<file path="src/rtl/video_timing_pkg.sv">
// Shared timing defaults, offset widths and clamp helper for the video timing generator.
package video_timing_pkg;

  localparam int H_ACTIVE_DEF = 336;
  localparam int H_FP_DEF     = 24;
  localparam int H_SYNC_DEF   = 24;
  localparam int H_BP_DEF     = 72;
  localparam int V_ACTIVE_DEF = 240;
  localparam int V_FP_DEF     = 1;
  localparam int V_SYNC_DEF   = 3;
  localparam int V_BP_DEF     = 18;
  localparam int RGB_W_DEF    = 8;

  localparam int HOFFS_W = 5;
  localparam int VOFFS_W = 4;
  localparam int HPOS_W  = 10;
  localparam int VPOS_W  = 9;

  // Wide enough that 2*offset plus the largest nominal start never wraps.
  localparam int CALC_W = 12;
  typedef logic signed [CALC_W-1:0] calc_t;

  function automatic calc_t clamp_calc(input calc_t v, input calc_t lo, input calc_t hi);
    calc_t r;
    r = v;
    if (v < lo) r = lo;
    else if (v > hi) r = hi;
    return r;
  endfunction

endpackage

</file>
<file path="src/rtl/video_axis_counter.sv">
// One timing axis: wrapping position counter, blank flag and clamped sync-window compare.
module video_axis_counter
  import video_timing_pkg::*;
#(
  parameter int TOTAL  = 456,
  parameter int ACTIVE = 336,
  parameter int SYNC   = 24,
  parameter int CW     = 10
) (
  input  logic          clk,
  input  logic          rst_n,
  input  logic          ce,
  input  logic          step,
  input  calc_t         sync_nom,
  output logic [CW-1:0] cnt,
  output logic          last,
  output logic          blank,
  output logic          in_sync
);

  logic [CW-1:0] cnt_q, cnt_d;
  calc_t         cnt_ext, sync_start, sync_end;

  assign last = (cnt_q == CW'(TOTAL - 1));

  always_comb begin
    cnt_d = cnt_q;
    if (ce && step) cnt_d = last ? '0 : cnt_q + CW'(1);
  end

  always_ff @(posedge clk or negedge rst_n) begin
    if (!rst_n) cnt_q <= '0;
    else        cnt_q <= cnt_d;
  end

  // Keep the whole sync window inside the blanking region whatever the offset.
  assign cnt_ext    = calc_t'({{(CALC_W-CW){1'b0}}, cnt_q});
  assign sync_start = clamp_calc(sync_nom, calc_t'(ACTIVE), calc_t'(TOTAL - SYNC));
  assign sync_end   = sync_start + calc_t'(SYNC);

  assign cnt     = cnt_q;
  assign blank   = (cnt_q >= CW'(ACTIVE));
  assign in_sync = (cnt_ext >= sync_start) && (cnt_ext < sync_end);

endmodule

</file>
<file path="src/rtl/video_timing_gen.sv">
// Video timing generator: h/v counters, offset-adjustable syncs, blanking and pixel gating.
module video_timing_gen
  import video_timing_pkg::*;
#(
  parameter int H_ACTIVE = H_ACTIVE_DEF,
  parameter int H_FP     = H_FP_DEF,
  parameter int H_SYNC   = H_SYNC_DEF,
  parameter int H_BP     = H_BP_DEF,
  parameter int V_ACTIVE = V_ACTIVE_DEF,
  parameter int V_FP     = V_FP_DEF,
  parameter int V_SYNC   = V_SYNC_DEF,
  parameter int V_BP     = V_BP_DEF,
  parameter int RGB_W    = RGB_W_DEF,
  parameter bit SYNC_POL = 1'b0
) (
  input  logic                      clk_sys,
  input  logic                      RESET_N,
  input  logic                      ce_pix,
  input  logic signed [HOFFS_W-1:0] hoffs,
  input  logic signed [VOFFS_W-1:0] voffs,
  input  logic [RGB_W-1:0]          rgb_in,
  output logic [HPOS_W-1:0]         hpos,
  output logic [VPOS_W-1:0]         vpos,
  output logic                      hblank,
  output logic                      vblank,
  output logic                      hsync,
  output logic                      vsync,
  output logic                      de,
  output logic [RGB_W-1:0]          rgb_out,
  output logic                      line_start,
  output logic                      frame_start
);

  localparam int H_TOTAL = H_ACTIVE + H_FP + H_SYNC + H_BP;
  localparam int V_TOTAL = V_ACTIVE + V_FP + V_SYNC + V_BP;

  logic signed [HOFFS_W-1:0] hoffs_q, hoffs_d;
  logic signed [VOFFS_W-1:0] voffs_q, voffs_d;
  logic                      hblank_q, hblank_d, vblank_q, vblank_d;
  logic                      hsync_q, hsync_d, vsync_q, vsync_d;
  logic                      de_q, de_d;
  logic [RGB_W-1:0]          rgb_q, rgb_d;
  logic                      line_start_q, line_start_d, frame_start_q, frame_start_d;

  logic  h_last, v_last, h_blank_now, v_blank_now, h_in_sync, v_in_sync, frame_origin;
  calc_t hoffs_ext, voffs_ext, h_nom, v_nom;

  assign hoffs_ext = calc_t'(hoffs_q);
  assign voffs_ext = calc_t'(voffs_q);
  assign h_nom     = calc_t'(H_ACTIVE + H_FP) + (hoffs_ext <<< 1);
  assign v_nom     = calc_t'(V_ACTIVE + V_FP) + voffs_ext;

  video_axis_counter #(
    .TOTAL(H_TOTAL), .ACTIVE(H_ACTIVE), .SYNC(H_SYNC), .CW(HPOS_W)
  ) u_h_axis (
    .clk(clk_sys), .rst_n(RESET_N), .ce(ce_pix), .step(1'b1), .sync_nom(h_nom),
    .cnt(hpos), .last(h_last), .blank(h_blank_now), .in_sync(h_in_sync)
  );

  // The vertical axis steps once per line, so vsync edges land on hcnt=0.
  video_axis_counter #(
    .TOTAL(V_TOTAL), .ACTIVE(V_ACTIVE), .SYNC(V_SYNC), .CW(VPOS_W)
  ) u_v_axis (
    .clk(clk_sys), .rst_n(RESET_N), .ce(ce_pix), .step(h_last), .sync_nom(v_nom),
    .cnt(vpos), .last(v_last), .blank(v_blank_now), .in_sync(v_in_sync)
  );

  assign frame_origin = (hpos == '0) && (vpos == '0);

  always_comb begin
    hoffs_d       = hoffs_q;
    voffs_d       = voffs_q;
    hblank_d      = hblank_q;
    vblank_d      = vblank_q;
    hsync_d       = hsync_q;
    vsync_d       = vsync_q;
    de_d          = de_q;
    rgb_d         = rgb_q;
    // Strobes are re-evaluated every cycle so they stay one clk_sys wide.
    line_start_d  = ce_pix && h_last;
    frame_start_d = ce_pix && h_last && v_last;
    if (ce_pix) begin
      if (frame_origin) begin
        hoffs_d = hoffs;
        voffs_d = voffs;
      end
      hblank_d = h_blank_now;
      vblank_d = v_blank_now;
      hsync_d  = h_in_sync ? SYNC_POL : ~SYNC_POL;
      vsync_d  = v_in_sync ? SYNC_POL : ~SYNC_POL;
      de_d     = ~(h_blank_now | v_blank_now);
      rgb_d    = (h_blank_now | v_blank_now) ? '0 : rgb_in;
    end
  end

  always_ff @(posedge clk_sys or negedge RESET_N) begin
    if (!RESET_N) begin
      hoffs_q       <= '0;
      voffs_q       <= '0;
      hblank_q      <= 1'b1;
      vblank_q      <= 1'b1;
      hsync_q       <= ~SYNC_POL;
      vsync_q       <= ~SYNC_POL;
      de_q          <= 1'b0;
      rgb_q         <= '0;
      line_start_q  <= 1'b0;
      frame_start_q <= 1'b0;
    end else begin
      hoffs_q       <= hoffs_d;
      voffs_q       <= voffs_d;
      hblank_q      <= hblank_d;
      vblank_q      <= vblank_d;
      hsync_q       <= hsync_d;
      vsync_q       <= vsync_d;
      de_q          <= de_d;
      rgb_q         <= rgb_d;
      line_start_q  <= line_start_d;
      frame_start_q <= frame_start_d;
    end
  end

  assign hblank      = hblank_q;
  assign vblank      = vblank_q;
  assign hsync       = hsync_q;
  assign vsync       = vsync_q;
  assign de          = de_q;
  assign rgb_out     = rgb_q;
  assign line_start  = line_start_q;
  assign frame_start = frame_start_q;

endmodule

</file>
<file path="config.mk">
export PLATFORM = sky130hd
export DESIGN_NAME = video_timing_gen
export DESIGN_NICKNAME = d
export VERILOG_FILES = /design/src/rtl/video_timing_pkg.sv /design/src/rtl/video_axis_counter.sv /design/src/rtl/video_timing_gen.sv
export SDC_FILE = /design/constraint.sdc
export NUM_CORES = 1
export LEC_CHECK = 0
export BUFFER_PORTS_ARGS = -buffer_cell sky130_fd_sc_hd__buf_2
export CAP_MARGIN = 20
export CELL_PAD_IN_SITES_DETAIL_PLACEMENT = 0
export CELL_PAD_IN_SITES_GLOBAL_PLACEMENT = 2
export CORE_MARGIN = 4
export CORE_UTILIZATION = 35
export CTS_CLUSTER_DIAMETER = 60
export CTS_CLUSTER_SIZE = 25
export DETAILED_ROUTE_END_ITERATION = 7
export GPL_TIMING_DRIVEN = 0
export PLACE_DENSITY_LB_ADDON = 0.15
export RECOVER_POWER = 50
export REMOVE_ABC_BUFFERS = 1
export SLEW_MARGIN = 10
export SYNTH_ARGS = -nofsm -noshare
export SYNTH_HDL_FRONTEND = slang
export SYNTH_SLANG_ARGS = --single-unit
</file>
<file path="constraint.sdc">
create_clock -name clk_sys -period 4.7 [get_ports clk_sys]
set_input_delay 1.175 -clock clk_sys [delete_from_list [all_inputs] [get_ports clk_sys]]
set_output_delay 1.175 -clock clk_sys [all_outputs]
set_load 0.02 [all_outputs]
</file>
==> run summary <==
ROUTE
-------------------------------------------------------------------------------------
DRC violations left                                                                 0
DR WL/cell                                                                    13.8 µm
Via count normalized by instance count                                           4.88
Initial detailed-routing violation count                                           48
Overall routed net length                                                     6.37 mm
Residual antenna-violating net count after detailed routing                         0
Vias post-DR                                                                     2245
TritonRoute pass-1 iters                                                            4

DIE
-------------------------------------------------------------------------------------
Horiz. Die Dim                                                                98.4 µm
Cell Rows                                                                          32
Full die area                                                                9680 µm²
Floorplan core area                                                          7850 µm²
I/O pins                                                                           54
Initial Utilization                                                             0.364
DIE HEIGHT                                                                    98.4 µm

YOSYS
-------------------------------------------------------------------------------------
Number of synthesis warnings                                                        0
Ys flop type                                                             sky130_fd_sc_hd__dfrtp_1
Number of instances in the synthesized netlist                                    298
Synth async-reset ratio                                                          1.00
Part of the Yosys area used for sequential elements                             0.378
Synthesized area per cell                                                    9.60 µm²
Post-synth EDFFs                                                                    0
Summed instance area of the synthesized netlist                              2860 µm²
Number of distinct library cells after synthesis                                   42
Synthesized flop and latch total                                                   43

CRITICAL PATH
-------------------------------------------------------------------------------------
Nature of the critical path endpoint                                        flip-flop
Startpoint type of the worst setup path                                    input port
Reg-to-Reg Start                                                           hoffs_q[2]
Worst Path Required                                                           4.88 ns
WP data arrival                                                               3.48 ns
R2R Setup Slk                                                                 2.15 ns
Start point of the critical path                                               ce_pix
Top fanout value on the critical path                                              16
Slowest-stage cell, CP                                                   sky130_fd_sc_hd__clkbuf_1
Startpoint-to-endpoint class of the critical path                           in -> reg
Crit-path max cell delay                                                      0.55 ns
Critical path cell sequence                                              clkbuf_1 > inv_1 > nor2_1 > nand4_1 > nor3_4 > mux2_2

GLOBAL ROUTE
-------------------------------------------------------------------------------------
First-pass GRT wire length                                                    10.9 mm
Via count of the first global-routing pass                                       2143
Pin count of the biggest net entering global routing                               44
Number of antenna violations at the first check in global routing                   0
Total global-route track usage                                                  0.136
Gr ovfl total                                                                       0

WORST HOLD PATH
-------------------------------------------------------------------------------------
Type of the tightest min-delay check                                       reg -> reg
Source of the worst hold timing path                                               de

CLOCKING
-------------------------------------------------------------------------------------
Number of clock buffers inserted by TritonCTS                                       5
Total clock sinks                                                                  43
Post-CTS resize count                                                               0
Insertion delay of the later-clocked pin in the worst-skew pair               0.29 ns
CTS tree                                                                          yes
Post-CTS Repair Setup Buffers                                                       0
Number of buffers between clock root and the deepest sink                           2
Number of buffers inserted by hold repair at cts                                    0
Clock-pin slew of the registers on the worst-case setup and hold paths        0.09 ns
H-tree levels                                                                       2
Clock root cell                                                          sky130_fd_sc_hd__clkbuf_8

STA
-------------------------------------------------------------------------------------
Sum of negative setup slack                                                      0 ns
Worst max-slew margin expressed relative to the limit                          -0.156
Final worst slack                                                             1.39 ns
Clock skew after layout                                                    0.00763 ns
Pins over their slew limit                                                         32
Final period util                                                               0.703
Final setup violating endpoints                                                     0
Min Tclk post-route                                                           3.31 ns
Upper clock frequency limit                                                 0.303 GHz
RSZ-0062 raised after global routing                                            false
Slew at the pin closest to its max-slew limit                                 1.73 ns
Hold violation total from the final report                                          0

PLACE
-------------------------------------------------------------------------------------
Setup slack at placement                                                      1.49 ns
Area after DPL                                                               3230 µm²
Number of placed instances, taps included                                         451
Final RePlAce weighted congestion                                               0.732
Half-perimeter wire length after placement                                    4.84 mm
Input/output buffers                                                               53

POWER
-------------------------------------------------------------------------------------
P per Cell Area                                                            280 nW/µm²
Leak                                                                          1.66 nW
Worst IR Drop VDD                                                            0.254 mV
Overall power consumption                                                    0.933 mW

STATUS
-------------------------------------------------------------------------------------
Failing checks                                                           capacitance limit, slew limit
Result of the run                                                        finished with violations

FINAL LAYOUT
-------------------------------------------------------------------------------------
Growth of design area from synthesis to finish                                  16.7%
Layout filler cell count                                                          854
Design Area, Final                                                           3340 µm²
Count of placed standard cells in the final layout, fillers left out              460
Fraction of layout instances using a drive strength above 1                     0.207
Net total in the final layout                                                     420
Final antenna diode count                                                           0

JOB
-------------------------------------------------------------------------------------
Max-capacitance violation count                                                     1

[kinds of logic (layout without fill, tap and decap cells)]
group	count (synthesis)	after routing	share of synthesized area
adders and majority gates	43	43	0.188
DFF	43	43	0.378
buffers and inverters	23	78	0.0354
muxes	9	9	0.0354
xor gates and xnor gates	13	13	0.0398
AOI/OAI and AO/OA	63	63	0.135
and+or+nand+nor	102	102	0.185
other	2	7	0.00263
[cells in the final DEF, fill, tap and decap left out, types with 2 or more instances in the layout]
master / n
sky130_fd_sc_hd__a21o_1: 5
sky130_fd_sc_hd__a21oi_1: 19
sky130_fd_sc_hd__a22o_1: 8
sky130_fd_sc_hd__a31oi_1: 3
sky130_fd_sc_hd__and3_1: 7
sky130_fd_sc_hd__and4_1: 2
sky130_fd_sc_hd__buf_2: 46
sky130_fd_sc_hd__clkbuf_1: 8
sky130_fd_sc_hd__clkbuf_8: 5
sky130_fd_sc_hd__conb_1: 7
sky130_fd_sc_hd__dfrtp_1: 39
sky130_fd_sc_hd__dfstp_2: 4
sky130_fd_sc_hd__ha_1: 43
sky130_fd_sc_hd__inv_1: 16
sky130_fd_sc_hd__mux2_2: 9
sky130_fd_sc_hd__nand2_1: 28
sky130_fd_sc_hd__nand2b_1: 7
sky130_fd_sc_hd__nand3_1: 12
sky130_fd_sc_hd__nand4_1: 7
sky130_fd_sc_hd__nor2_1: 19
sky130_fd_sc_hd__nor2b_1: 3
sky130_fd_sc_hd__nor3_1: 4
sky130_fd_sc_hd__nor4_1: 4
sky130_fd_sc_hd__o21ai_0: 18
sky130_fd_sc_hd__o31ai_1: 3
sky130_fd_sc_hd__or2_2: 2
sky130_fd_sc_hd__xnor2_1: 11
sky130_fd_sc_hd__xor2_1: 2
[power by group]
group,internal (mW),switching (mW)
Combinational,0.0810,0.116
Sequential,0.398,0.0526
Clock,0.158,0.128
[cells in the mapped netlist, types with 2 or more instances]
library cell | instances | area (µm²)
sky130_fd_sc_hd__conb_1 | 2 | 7.51
sky130_fd_sc_hd__nand4_1 | 7 | 43.8
sky130_fd_sc_hd__xnor2_1 | 11 | 96.3
sky130_fd_sc_hd__clkbuf_1 | 5 | 18.8
sky130_fd_sc_hd__nand2_1 | 28 | 105
sky130_fd_sc_hd__nor2b_1 | 3 | 18.8
sky130_fd_sc_hd__dfstp_2 | 4 | 105
sky130_fd_sc_hd__a21oi_1 | 19 | 95.1
sky130_fd_sc_hd__o31ai_1 | 3 | 22.5
sky130_fd_sc_hd__dfrtp_1 | 39 | 976
sky130_fd_sc_hd__a21o_1 | 5 | 37.5
sky130_fd_sc_hd__nand3_1 | 12 | 60.1
sky130_fd_sc_hd__or2_2 | 2 | 12.5
sky130_fd_sc_hd__ha_1 | 43 | 538
sky130_fd_sc_hd__nand2b_1 | 7 | 43.8
sky130_fd_sc_hd__nor4_1 | 4 | 25.0
sky130_fd_sc_hd__o21ai_0 | 18 | 90.1
sky130_fd_sc_hd__and3_1 | 7 | 43.8
sky130_fd_sc_hd__xor2_1 | 2 | 17.5
sky130_fd_sc_hd__nor2_1 | 19 | 71.3
sky130_fd_sc_hd__inv_1 | 16 | 60.1
sky130_fd_sc_hd__mux2_2 | 9 | 101
sky130_fd_sc_hd__and4_1 | 2 | 17.5
sky130_fd_sc_hd__nor3_1 | 4 | 20.0
sky130_fd_sc_hd__a22o_1 | 8 | 70.1
sky130_fd_sc_hd__a31oi_1 | 3 | 18.8
[final cells by class]
| class | instances | area, µm² | area share |
|---|---|---|---|
| Sequential cell | 43 | 1080 | 0.324 |
| Timing Repair Buffer | 54 | 260 | 0.0780 |
| Clock buffer | 5 | 68.8 | 0.0206 |
| Inverter | 16 | 60.1 | 0.0180 |
| Tap cell | 102 | 128 | 0.0382 |
| Multi-Input combinational cell | 237 | 1700 | 0.508 |
| Clock inverter | 3 | 43.8 | 0.0131 |
[state kept, by name, indices dropped and copies added, names as in the netlist]
name          cells
u_h_axis.cnt     10
u_v_axis.cnt      9
rgb_out           8
hoffs_q           5
voffs_q           4
de                1
frame_start       1
hblank            1
hsync             1
line_start        1
vblank            1
vsync             1
[metal layers]
metal  global-route usage  vias up  wire length, µm
met5                    0        -                0
met4               0.0221        0               29
met3               0.0293        2              297
met2                0.200       45             2560
met1                0.208     1019             3480
li1                     -     1179                -
[final timing paths]
check	cells past startpoint	to
min	1	de
min in group asynchronous	1	rgb_out[3]
max	6	hoffs_q[2]
max in group asynchronous	2	hoffs_q[2]
min reg2reg	1	de
max reg2reg	11	hsync
[critical path: cells and delay by family]
| family | cells | cell delay, ns |
|---|---|---|
| buffers and inverters | 2 | 0.99 |
| AND/OR/NAND/NOR | 3 | 0.93 |
| multiplexers | 1 | 0.39 |
[metrics by stage]
stage,hold slack (ns),util
3_3_place_gp,0.466,0.412
3_5_place_dp,0.476,0.412
6_report,0.493,0.425
5_1_grt,0.518,0.425
4_1_cts,0.498,0.426
2_1_floorplan,0.481,-
Power figures use the tool's default switching activity.
